$ cat src/rtl/regfile_pkg.sv
`default_nettype none
// ============================================================================
// Module  : regfile_pkg
// Purpose : Shared defaults, scan FSM state encoding and index-width helper.
// Revision: 1.0
// ============================================================================
package regfile_pkg;

    localparam int DEF_DATA_W = 32;
    localparam int DEF_NREGS  = 32;
    localparam int DEF_NREAD  = 2;

    typedef enum logic [1:0] {
        IDLE = 2'd0,
        SCAN = 2'd1,
        DONE = 2'd2
    } scan_state_t;

    function automatic int idx_w(input int nregs);
        return (nregs > 1) ? $clog2(nregs) : 1;
    endfunction

endpackage
`default_nettype wire

$ cat src/rtl/register_file_mp_if.sv
`default_nettype none
// ============================================================================
// Module  : register_file_mp_if
// Purpose : Write/read/scan bus of the multi-port register file.
// Revision: 1.0
// ============================================================================
interface register_file_mp_if #(
    parameter int DATA_W = 32,
    parameter int NREGS  = 32,
    parameter int NREAD  = 2
);
    import regfile_pkg::*;

    localparam int AW = idx_w(NREGS);

    logic                    WEN;
    logic [AW-1:0]           wsel;
    logic [DATA_W-1:0]       wdat;
    logic [NREAD*AW-1:0]     rsel;
    logic [NREAD*DATA_W-1:0] rdat;
    logic                    scan_start;
    logic                    scan_ready;
    logic                    scan_valid;
    logic [AW-1:0]           scan_idx;
    logic [DATA_W-1:0]       scan_dat;
    logic                    scan_busy;
    logic                    scan_done;

    modport master (
        output WEN, wsel, wdat, rsel, scan_start, scan_ready,
        input  rdat, scan_valid, scan_idx, scan_dat, scan_busy, scan_done
    );

    modport slave (
        input  WEN, wsel, wdat, rsel, scan_start, scan_ready,
        output rdat, scan_valid, scan_idx, scan_dat, scan_busy, scan_done
    );

endinterface
`default_nettype wire

$ cat src/rtl/regfile_scan_fsm.sv
`default_nettype none
// ============================================================================
// Module  : regfile_scan_fsm
// Purpose : Handshaked walker presenting register indices 0..NREGS-1 in order.
// Revision: 1.0
// ============================================================================
module regfile_scan_fsm
    import regfile_pkg::*;
#(
    parameter int NREGS = DEF_NREGS,
    parameter int AW    = idx_w(NREGS)
) (
    input  wire logic          clk,
    input  wire logic          nRST,
    input  wire logic          i_start,
    input  wire logic          i_ready,
    output logic               o_valid,
    output logic [AW-1:0]      o_idx,
    output logic               o_busy,
    output logic               o_done
);

    localparam logic [AW-1:0] c_LAST_IDX = AW'(NREGS - 1);

    scan_state_t   r_state;
    scan_state_t   w_state_nxt;
    logic [AW-1:0] r_idx;
    logic [AW-1:0] w_idx_nxt;

    always_ff @(posedge clk) begin
        if (!nRST) begin
            r_state <= IDLE;
            r_idx   <= '0;
        end else begin
            r_state <= w_state_nxt;
            r_idx   <= w_idx_nxt;
        end
    end

    always_comb begin
        w_state_nxt = r_state;
        w_idx_nxt   = r_idx;
        case (r_state)
            IDLE: begin
                if (i_start) begin
                    w_state_nxt = SCAN;
                    w_idx_nxt   = '0;
                end
            end
            SCAN: begin
                // Terminal compare on the last index means the counter never wraps.
                if (i_ready) begin
                    if (r_idx == c_LAST_IDX) begin
                        w_state_nxt = DONE;
                    end else begin
                        w_idx_nxt = r_idx + 1'b1;
                    end
                end
            end
            DONE: begin
                w_state_nxt = IDLE;
                w_idx_nxt   = '0;
            end
            default: begin
                w_state_nxt = IDLE;
                w_idx_nxt   = '0;
            end
        endcase
    end

    assign o_valid = (r_state == SCAN);
    assign o_busy  = (r_state != IDLE);
    assign o_done  = (r_state == DONE);
    assign o_idx   = r_idx;

endmodule
`default_nettype wire

$ cat src/rtl/register_file_mp.sv
`default_nettype none
// ============================================================================
// Module  : register_file_mp
// Purpose : Multi-read-port register file (r0 = 0) with debug scan engine.
//           Define REGFILE_BYPASS_EN for same-cycle write-to-read forwarding.
// Revision: 1.0
// ============================================================================
module register_file_mp
    import regfile_pkg::*;
#(
    parameter int DATA_W = DEF_DATA_W,
    parameter int NREGS  = DEF_NREGS,
    parameter int NREAD  = DEF_NREAD
) (
    input  wire logic         CLK,
    input  wire logic         nRST,
    register_file_mp_if.slave bus
);

    localparam int AW = idx_w(NREGS);

    logic [DATA_W-1:0]       r_regs [NREGS];
    logic [AW-1:0]           w_scan_idx;
    logic [NREAD*DATA_W-1:0] w_rdat;

    always_ff @(posedge CLK) begin
        if (!nRST) begin
            for (int i = 0; i < NREGS; i++) begin
                r_regs[i] <= '0;
            end
        end else if (bus.WEN && (bus.wsel != '0)) begin
            r_regs[bus.wsel] <= bus.wdat;
        end
    end

    always_comb begin
        w_rdat = '0;
        for (int i = 0; i < NREAD; i++) begin
`ifdef REGFILE_BYPASS_EN
            if (bus.WEN && (bus.wsel != '0) && (bus.wsel == bus.rsel[i*AW +: AW])) begin
                w_rdat[i*DATA_W +: DATA_W] = bus.wdat;
            end else begin
                w_rdat[i*DATA_W +: DATA_W] = r_regs[bus.rsel[i*AW +: AW]];
            end
`else
            w_rdat[i*DATA_W +: DATA_W] = r_regs[bus.rsel[i*AW +: AW]];
`endif
        end
    end

    assign bus.rdat = w_rdat;

    regfile_scan_fsm #(
        .NREGS (NREGS),
        .AW    (AW)
    ) u_scan (
        .clk     (CLK),
        .nRST    (nRST),
        .i_start (bus.scan_start),
        .i_ready (bus.scan_ready),
        .o_valid (bus.scan_valid),
        .o_idx   (w_scan_idx),
        .o_busy  (bus.scan_busy),
        .o_done  (bus.scan_done)
    );

    // Scan reads stored state only, so a stalled beat follows writes one cycle later.
    assign bus.scan_idx = w_scan_idx;
    assign bus.scan_dat = r_regs[w_scan_idx];

endmodule
`default_nettype wire

$ cat src/flat_wrapper.sv
// flat-port wrapper written by rule: the top's interface ports become plain ports
module register_file_mp_flat import regfile_pkg::*;
#(
    parameter int DATA_W = DEF_DATA_W,
    parameter int NREGS  = DEF_NREGS,
    parameter int NREAD  = DEF_NREAD
)
  (CLK, nRST, bus_WEN, bus_wsel, bus_wdat, bus_rsel, bus_scan_start, bus_scan_ready, bus_rdat, bus_scan_valid, bus_scan_idx, bus_scan_dat, bus_scan_busy, bus_scan_done);
  register_file_mp_if #(.DATA_W(DATA_W), .NREGS(NREGS), .NREAD(NREAD)) bus_i ();
  input  wire logic CLK;
  input  wire logic nRST;
  input wire logic [$bits(bus_i.WEN)-1:0] bus_WEN;
  input wire logic [$bits(bus_i.wsel)-1:0] bus_wsel;
  input wire logic [$bits(bus_i.wdat)-1:0] bus_wdat;
  input wire logic [$bits(bus_i.rsel)-1:0] bus_rsel;
  input wire logic [$bits(bus_i.scan_start)-1:0] bus_scan_start;
  input wire logic [$bits(bus_i.scan_ready)-1:0] bus_scan_ready;
  output wire logic [$bits(bus_i.rdat)-1:0] bus_rdat;
  output wire logic [$bits(bus_i.scan_valid)-1:0] bus_scan_valid;
  output wire logic [$bits(bus_i.scan_idx)-1:0] bus_scan_idx;
  output wire logic [$bits(bus_i.scan_dat)-1:0] bus_scan_dat;
  output wire logic [$bits(bus_i.scan_busy)-1:0] bus_scan_busy;
  output wire logic [$bits(bus_i.scan_done)-1:0] bus_scan_done;
  assign bus_i.WEN = bus_WEN;
  assign bus_i.wsel = bus_wsel;
  assign bus_i.wdat = bus_wdat;
  assign bus_i.rsel = bus_rsel;
  assign bus_i.scan_start = bus_scan_start;
  assign bus_i.scan_ready = bus_scan_ready;
  assign bus_rdat = bus_i.rdat;
  assign bus_scan_valid = bus_i.scan_valid;
  assign bus_scan_idx = bus_i.scan_idx;
  assign bus_scan_dat = bus_i.scan_dat;
  assign bus_scan_busy = bus_i.scan_busy;
  assign bus_scan_done = bus_i.scan_done;
  register_file_mp #(.DATA_W(DATA_W), .NREGS(NREGS), .NREAD(NREAD)) u_core (.CLK(CLK), .nRST(nRST), .bus(bus_i));
endmodule
$ cat config.mk
export PLATFORM = sky130hd
export DESIGN_NAME = register_file_mp_flat
export DESIGN_NICKNAME = d
export VERILOG_FILES = /design/src/rtl/regfile_pkg.sv /design/src/rtl/register_file_mp_if.sv /design/src/rtl/regfile_scan_fsm.sv /design/src/rtl/register_file_mp.sv /design/src/flat_wrapper.sv
export SDC_FILE = /design/constraint.sdc
export NUM_CORES = 2
export LEC_CHECK = 0
export ABC_AREA = 0
export CAP_MARGIN = 20
export CELL_PAD_IN_SITES_DETAIL_PLACEMENT = 0
export CELL_PAD_IN_SITES_GLOBAL_PLACEMENT = 1
export CORE_UTILIZATION = 30
export CTS_CLUSTER_DIAMETER = 120
export DETAILED_ROUTE_END_ITERATION = 8
export PLACE_DENSITY = 0.56
export SLEW_MARGIN = 10
export SYNTH_ARGS = -nofsm -noshare
export SYNTH_HDL_FRONTEND = slang
export SYNTH_HIERARCHICAL = 1
export SYNTH_SLANG_ARGS = --single-unit
$ cat constraint.sdc
create_clock -name CLK -period 5.7 [get_ports CLK]
set_clock_uncertainty 0.2 [all_clocks]
set_input_delay 0.855 -clock CLK [delete_from_list [all_inputs] [get_ports CLK]]
set_output_delay 0.855 -clock CLK [all_outputs]
set_load 0.005 [all_outputs]
# --- Word-level counts from Yosys, hierarchy flattened ---
# Memories as Yosys holds them, arrays and structs flattened. A register that Yosys moved wholly into a read port is not among the register bits.
# Index checks and enable logic that the tools add are counted.
classes:
  n_reduce_logical: 7
  n_addsub: 1
  muxes: 17
  eq_ne: 7
op_table:
  columns: ["operator", "count"]
  rows:
  - ["two-way mux 32 bit", 1]
  - ["OR reduction 32 bit", 1]
  - ["two-way mux 5 bit", 6]
  - ["one-hot mux 5 bit (2 select lines)", 1]
  - ["two-way mux 2 bit", 3]
  - ["inequality test 2 bit (second input constant)", 3]
  - ["AND reduction 3 bit", 2]
  - ["adder 5 x 1 -> 5 bit (second input constant)", 1]
  - ["equality test 5 bit (second input constant)", 1]
  - ["two-way mux 1 bit", 5]
  - ["nonzero test 5 bit", 1]
  - ["one-hot mux 2 bit (2 select lines)", 1]
  - ["equality test 2 x 1 -> 1 bit (second input constant)", 1]
  - ["equality test 2 bit (second input constant)", 1]
  - ["zero test 2 bit", 1]
  - ["inequality test 2 x 1 -> 1 bit (second input constant)", 1]
  - ["nonzero test 2 bit", 1]
  - ["logical AND 1 bit", 1]
totals:
  ram_bits: 1024
  in_bits: 52
  n_memories: 1
  register_bits: 7
memory_table:
  columns: ["name", "depth", "width", "rd", "rd_ports_with_merged_regs", "write_ports", "line_no", "source"]
  rows:
  - ["u_core.r_regs", 32, 32, 3, 1, 32, "register_file_mp.sv:22", "logic [DATA_W-1:0] r_regs [NREGS];"]

# --- Depth between registers and ports, before layout ---
logic_depth:
  word_depth: 7
  depth_mapped: 8
  ltp_nobuf: 6

# --- Cells and area by module ---
# Netlist, hierarchy kept.
modules_own_cells:
  columns: ["mod", "area_each_um2", "cells_each", "n_inst", "seq_area_each_um2"]
  rows:
  - ["register_file_mp", 64503.1, 5767, 1, 30749.5]
  - ["regfile_scan_fsm", 392.9, 41, 1, 140.1]

# --- Worst setup path after synthesis ---
# Ideal clock, no wire load.
synth_timing:
  path_type: "input to register"
  from: "in nRST"
  to: "mem u_core.r_regs[24][0] (enable)"
  slack_ps: 1294
  arrival_time_ps: 3741
  cell_stages: 4
  path_cell_list: "nand2_1 > or3_4 > buf_6 > o21ai_0"
synth_rtl:
  columns: ["item", "line_no", "source"]
  rows:
  - ["start: declaration", "flat_wrapper.sv:11", "input wire logic nRST;"]
  - ["end: declaration", "register_file_mp.sv:22", null]

==> summary.json <==
{
  "cts_resized": 0,
  "globalRoute.totalOverflow": 0,
  "dr_total_vias": 50118,
  "synthesis.area_per_instance_um2": 11.2,
  "postCtsHoldBufs": 0,
  "die_w_um": 467,
  "timing.setup.critical_path_class": "flop to output pin",
  "number_of_antenna_violations_at_the_first_check_in_global_routing": 34,
  "fp.dieArea_mm2": 0.218,
  "synthesis.area_mm2": 0.0649,
  "synth_ff_type": "sky130_fd_sc_hd__edfxtp_1",
  "detailedRoute.firstIterationViolations": 4884,
  "routed_wire_length_per_instance_um": 33.4,
  "fin_nets": 5883,
  "clk_latency_ns": 0.79,
  "setup_viol": 0,
  "startpoint_type": "flop",
  "grt.total_usage_pct": 26.2,
  "rsz0062_at_grt": "false",
  "placeableCoreArea_mm2": 0.215,
  "grt_start_max_net_pins": 90,
  "clock_tree.htree_level_count": 4,
  "max_stage_delay_ns": 0.64,
  "synth_edf_count": 1024,
  "seq_area_frac_synth_pct": 47.6,
  "cts_buffers": 134,
  "tritoncts_clock_tree": "built",
  "element_type_at_the_critical_path_end": "output pin",
  "num_rows": 170,
  "synthesis.instances": 5808,
  "post_synth_simple_gate_area_pct": 15.0,
  "transition_time_at_the_pin_with_the_least_slew_margin_ns": 1.14,
  "gp_routability_congestion": 0.845,
  "power.leakage_uw": 0.0275,
  "yosys.area_share.adder_pct": 0.0386,
  "final.period_utilization_pct": 89.3,
  "worst_path_max_delay_cell": "sky130_fd_sc_hd__dfxtp_1",
  "synth_top_cells_by_area": "sky130_fd_sc_hd__edfxtp_1, sky130_fd_sc_hd__mux2i_1, sky130_fd_sc_hd__and2_1, sky130_fd_sc_hd__a22oi_1, sky130_fd_sc_hd__a22o_1",
  "final_layout_size_suffix_gt1_share_pct": 9.30,
  "syn2layout_area_growth_pct": 16.4,
  "synthesis_warning_total": 6,
  "power.ir.vdd_worst_v": 0.000178,
  "layout_cells_excl_fill": 8794,
  "timing.critical_path.cells": "nor2b_4 -> buf_12 -> buf_4 -> a22o_1 -> nor3_1 -> a31oi_1 -> nand3_1 -> clkdlybuf4s50_1",
  "arrival_ns": 4.04,
  "synth_top_cell_by_area": "sky130_fd_sc_hd__edfxtp_1",
  "fin_setup_tns_ns": 0,
  "run_status": "complete, no violations",
  "netlist_top_cells_count": "sky130_fd_sc_hd__mux2i_1, sky130_fd_sc_hd__edfxtp_1, sky130_fd_sc_hd__and2_1",
  "xor_xnor_share_of_the_synthesized_area_pct": 0,
  "worst_setup_hold_path_clk_slew_ns": 0.05,
  "slew_headroom_pct": 23.9,
  "drc": 0,
  "final-seq-area_mm2": 0.0309,
  "ys_types": 41,
  "postRouteWirelength_mm": 293,
  "dp_cells": 8516,
  "post_synth_mux_area_share_pct": 23.7,
  "multi_input_combinational_cell_area_mm2": 0.0320,
  "placement.setup.worst_slack_ns": 0.794,
  "crit_fanout": 29,
  "detailedPlacementHpwl_mm": 177,
  "grt_first_pass_wirelength_mm": 399,
  "setup.worst_path.start": "u_core/u_scan/o_idx[2]",
  "worstReg2RegStart": "u_core/u_scan/o_idx[1]",
  "routed_via_density": 5.70,
  "dr.pass1.iters": 6,
  "clk_tree_root_cell": "sky130_fd_sc_hd__clkbuf_16",
  "synth_seq_cells": 1031,
  "cts.repair_timing.setup_buffer_count": 0,
  "synth_compound_gate_area_share_pct": 9.40,
  "worstHoldPathType": "flop to flop",
  "leading_cell_type_by_number_of_instances_after_synthesis": "sky130_fd_sc_hd__mux2i_1",
  "io_buf_count": 155,
  "slew_violations": 0,
  "cp.required_ns": 4.64,
  "boundaryPins": 156,
  "period_minus_slack_ns": 5.09,
  "clock-sinks": 1031,
  "startpoint_of_the_worst_hold_path": "u_core/u_scan/r_state[1]",
  "die-height_um": 467,
  "fmaxAchievable_mhz": 196,
  "cap_violations": 0,
  "power_density_mw_per_mm2": 270,
  "synth_async_sr_flop_share_pct": 0,
  "main_combinational_cell_family_by_area_after_synthesis": "multiplexers",
  "floorplan.initialDensity_pct": 30.2,
  "r2r_setup_slack_ns": 2.97,
  "drt.antenna.violating_nets": 0,
  "synth.top_cell.area_share_pct": 47.4,
  "fillCellCount": 21116,
  "clock_path_buffers": 3,
  "vias_in_the_first_global_route": 49437,
  "final.setup.worst_slack_ns": 0.609,
  "final-hold-violation-count": 0
}
-- logic make-up (layout without fill, tap and decap cells) --
family | Yosys count | in the layout
buffers and inverters | 580 | 676
DFF | 1031 | 1031
adders and majority gates | 2 | 2
muxes | 1536 | 1536
other | 1 | 53
AOI/OAI and AO/OA | 903 | 903
and+or+nand+nor | 1755 | 1755
-- final timing paths --
check                             end  cells after the start
max                  bus_scan_dat[27]                      8
min          u_core/u_scan/r_state[0]                      1
max reg2reg    u_core/u_scan/o_idx[3]                      7
min reg2reg  u_core/u_scan/r_state[0]                      1
-- registers in the layout, indices dropped and copies added (netlist names) --
register	count
u_core/u_scan/r_state	2
u_core/u_scan/o_idx	5
u_core/r_regs	1024
-- worst max-delay path, delay by kind of cell, from the launching register on --
kind,cells,cell delay [ns]
buffers and inverters,3,1.11
DFF,1,0.64
AOI/OAI and AO/OA,2,0.65
and+or+nand+nor,3,0.78
-- layout by cell type, fill, tap and decap left out, types with 7 or more instances in the layout --
| cell | instances |
|---|---|
| sky130_fd_sc_hd__a22oi_1 | 288 |
| sky130_fd_sc_hd__buf_8 | 15 |
| sky130_fd_sc_hd__buf_12 | 80 |
| sky130_fd_sc_hd__nor2_4 | 34 |
| sky130_fd_sc_hd__clkdlybuf4s50_1 | 152 |
| sky130_fd_sc_hd__and2_1 | 992 |
| sky130_fd_sc_hd__clkinv_1 | 22 |
| sky130_fd_sc_hd__edfxtp_1 | 1024 |
| sky130_fd_sc_hd__clkbuf_16 | 140 |
| sky130_fd_sc_hd__mux2i_1 | 1536 |
| sky130_fd_sc_hd__a31oi_1 | 96 |
| sky130_fd_sc_hd__nor3_1 | 97 |
| sky130_fd_sc_hd__bufinv_16 | 7 |
| sky130_fd_sc_hd__o21ai_4 | 31 |
| sky130_fd_sc_hd__a22o_1 | 192 |
| sky130_fd_sc_hd__conb_1 | 32 |
| sky130_fd_sc_hd__nand3_1 | 291 |
| sky130_fd_sc_hd__clkbuf_1 | 40 |
| sky130_fd_sc_hd__diode_2 | 21 |
| sky130_fd_sc_hd__a21oi_1 | 292 |
| sky130_fd_sc_hd__buf_4 | 182 |
| sky130_fd_sc_hd__nand2_1 | 291 |
| sky130_fd_sc_hd__clkinv_2 | 17 |
-- through the flow --
step | utilization [%] | power [µW] | instance area, µm² | hold slack, ns
2_1_floorplan | - | 10800 | 65000 | 0.313
3_3_place_gp | 33.0 | 12200 | 71000 | 0.411
3_5_place_dp | 33.0 | 12200 | 71000 | 0.415
4_1_cts | 35.0 | 20500 | 75200 | 0.425
5_1_grt | 35.1 | 21000 | 75500 | 0.485
6_report | 35.1 | 20400 | 75500 | 0.426
-- routing by layer --
layer / share of wire (%) / vias up / global-route usage, %
met4: 4.7 / 12 / 12.0
met5: 0.029 / - / 0
li1: - / 21644 / -
met2: 47 / 2110 / 42.6
met1: 42 / 25786 / 33.9
met3: 6.8 / 566 / 4.20
-- layout make-up --
type                       count  area share, %
multi-input combinational   4228           42.4
sequential                  1031           40.9
timing repair buffer         432           6.35
clock buffer                 182           4.87
tap                         2838           4.70
clock inverter                60          0.688
antenna                       21         0.0696
inverter                       2         0.0116
-- report_power, final --
part | leakage (µW) | switching [µW] | internal (µW)
combinational | 0.0157 | 1880 | 1110
clock | 0.00203 | 3490 | 4840
sequential | 0.00981 | 330 | 8770
No activity file was read; power rests on OpenSTA's default activity.
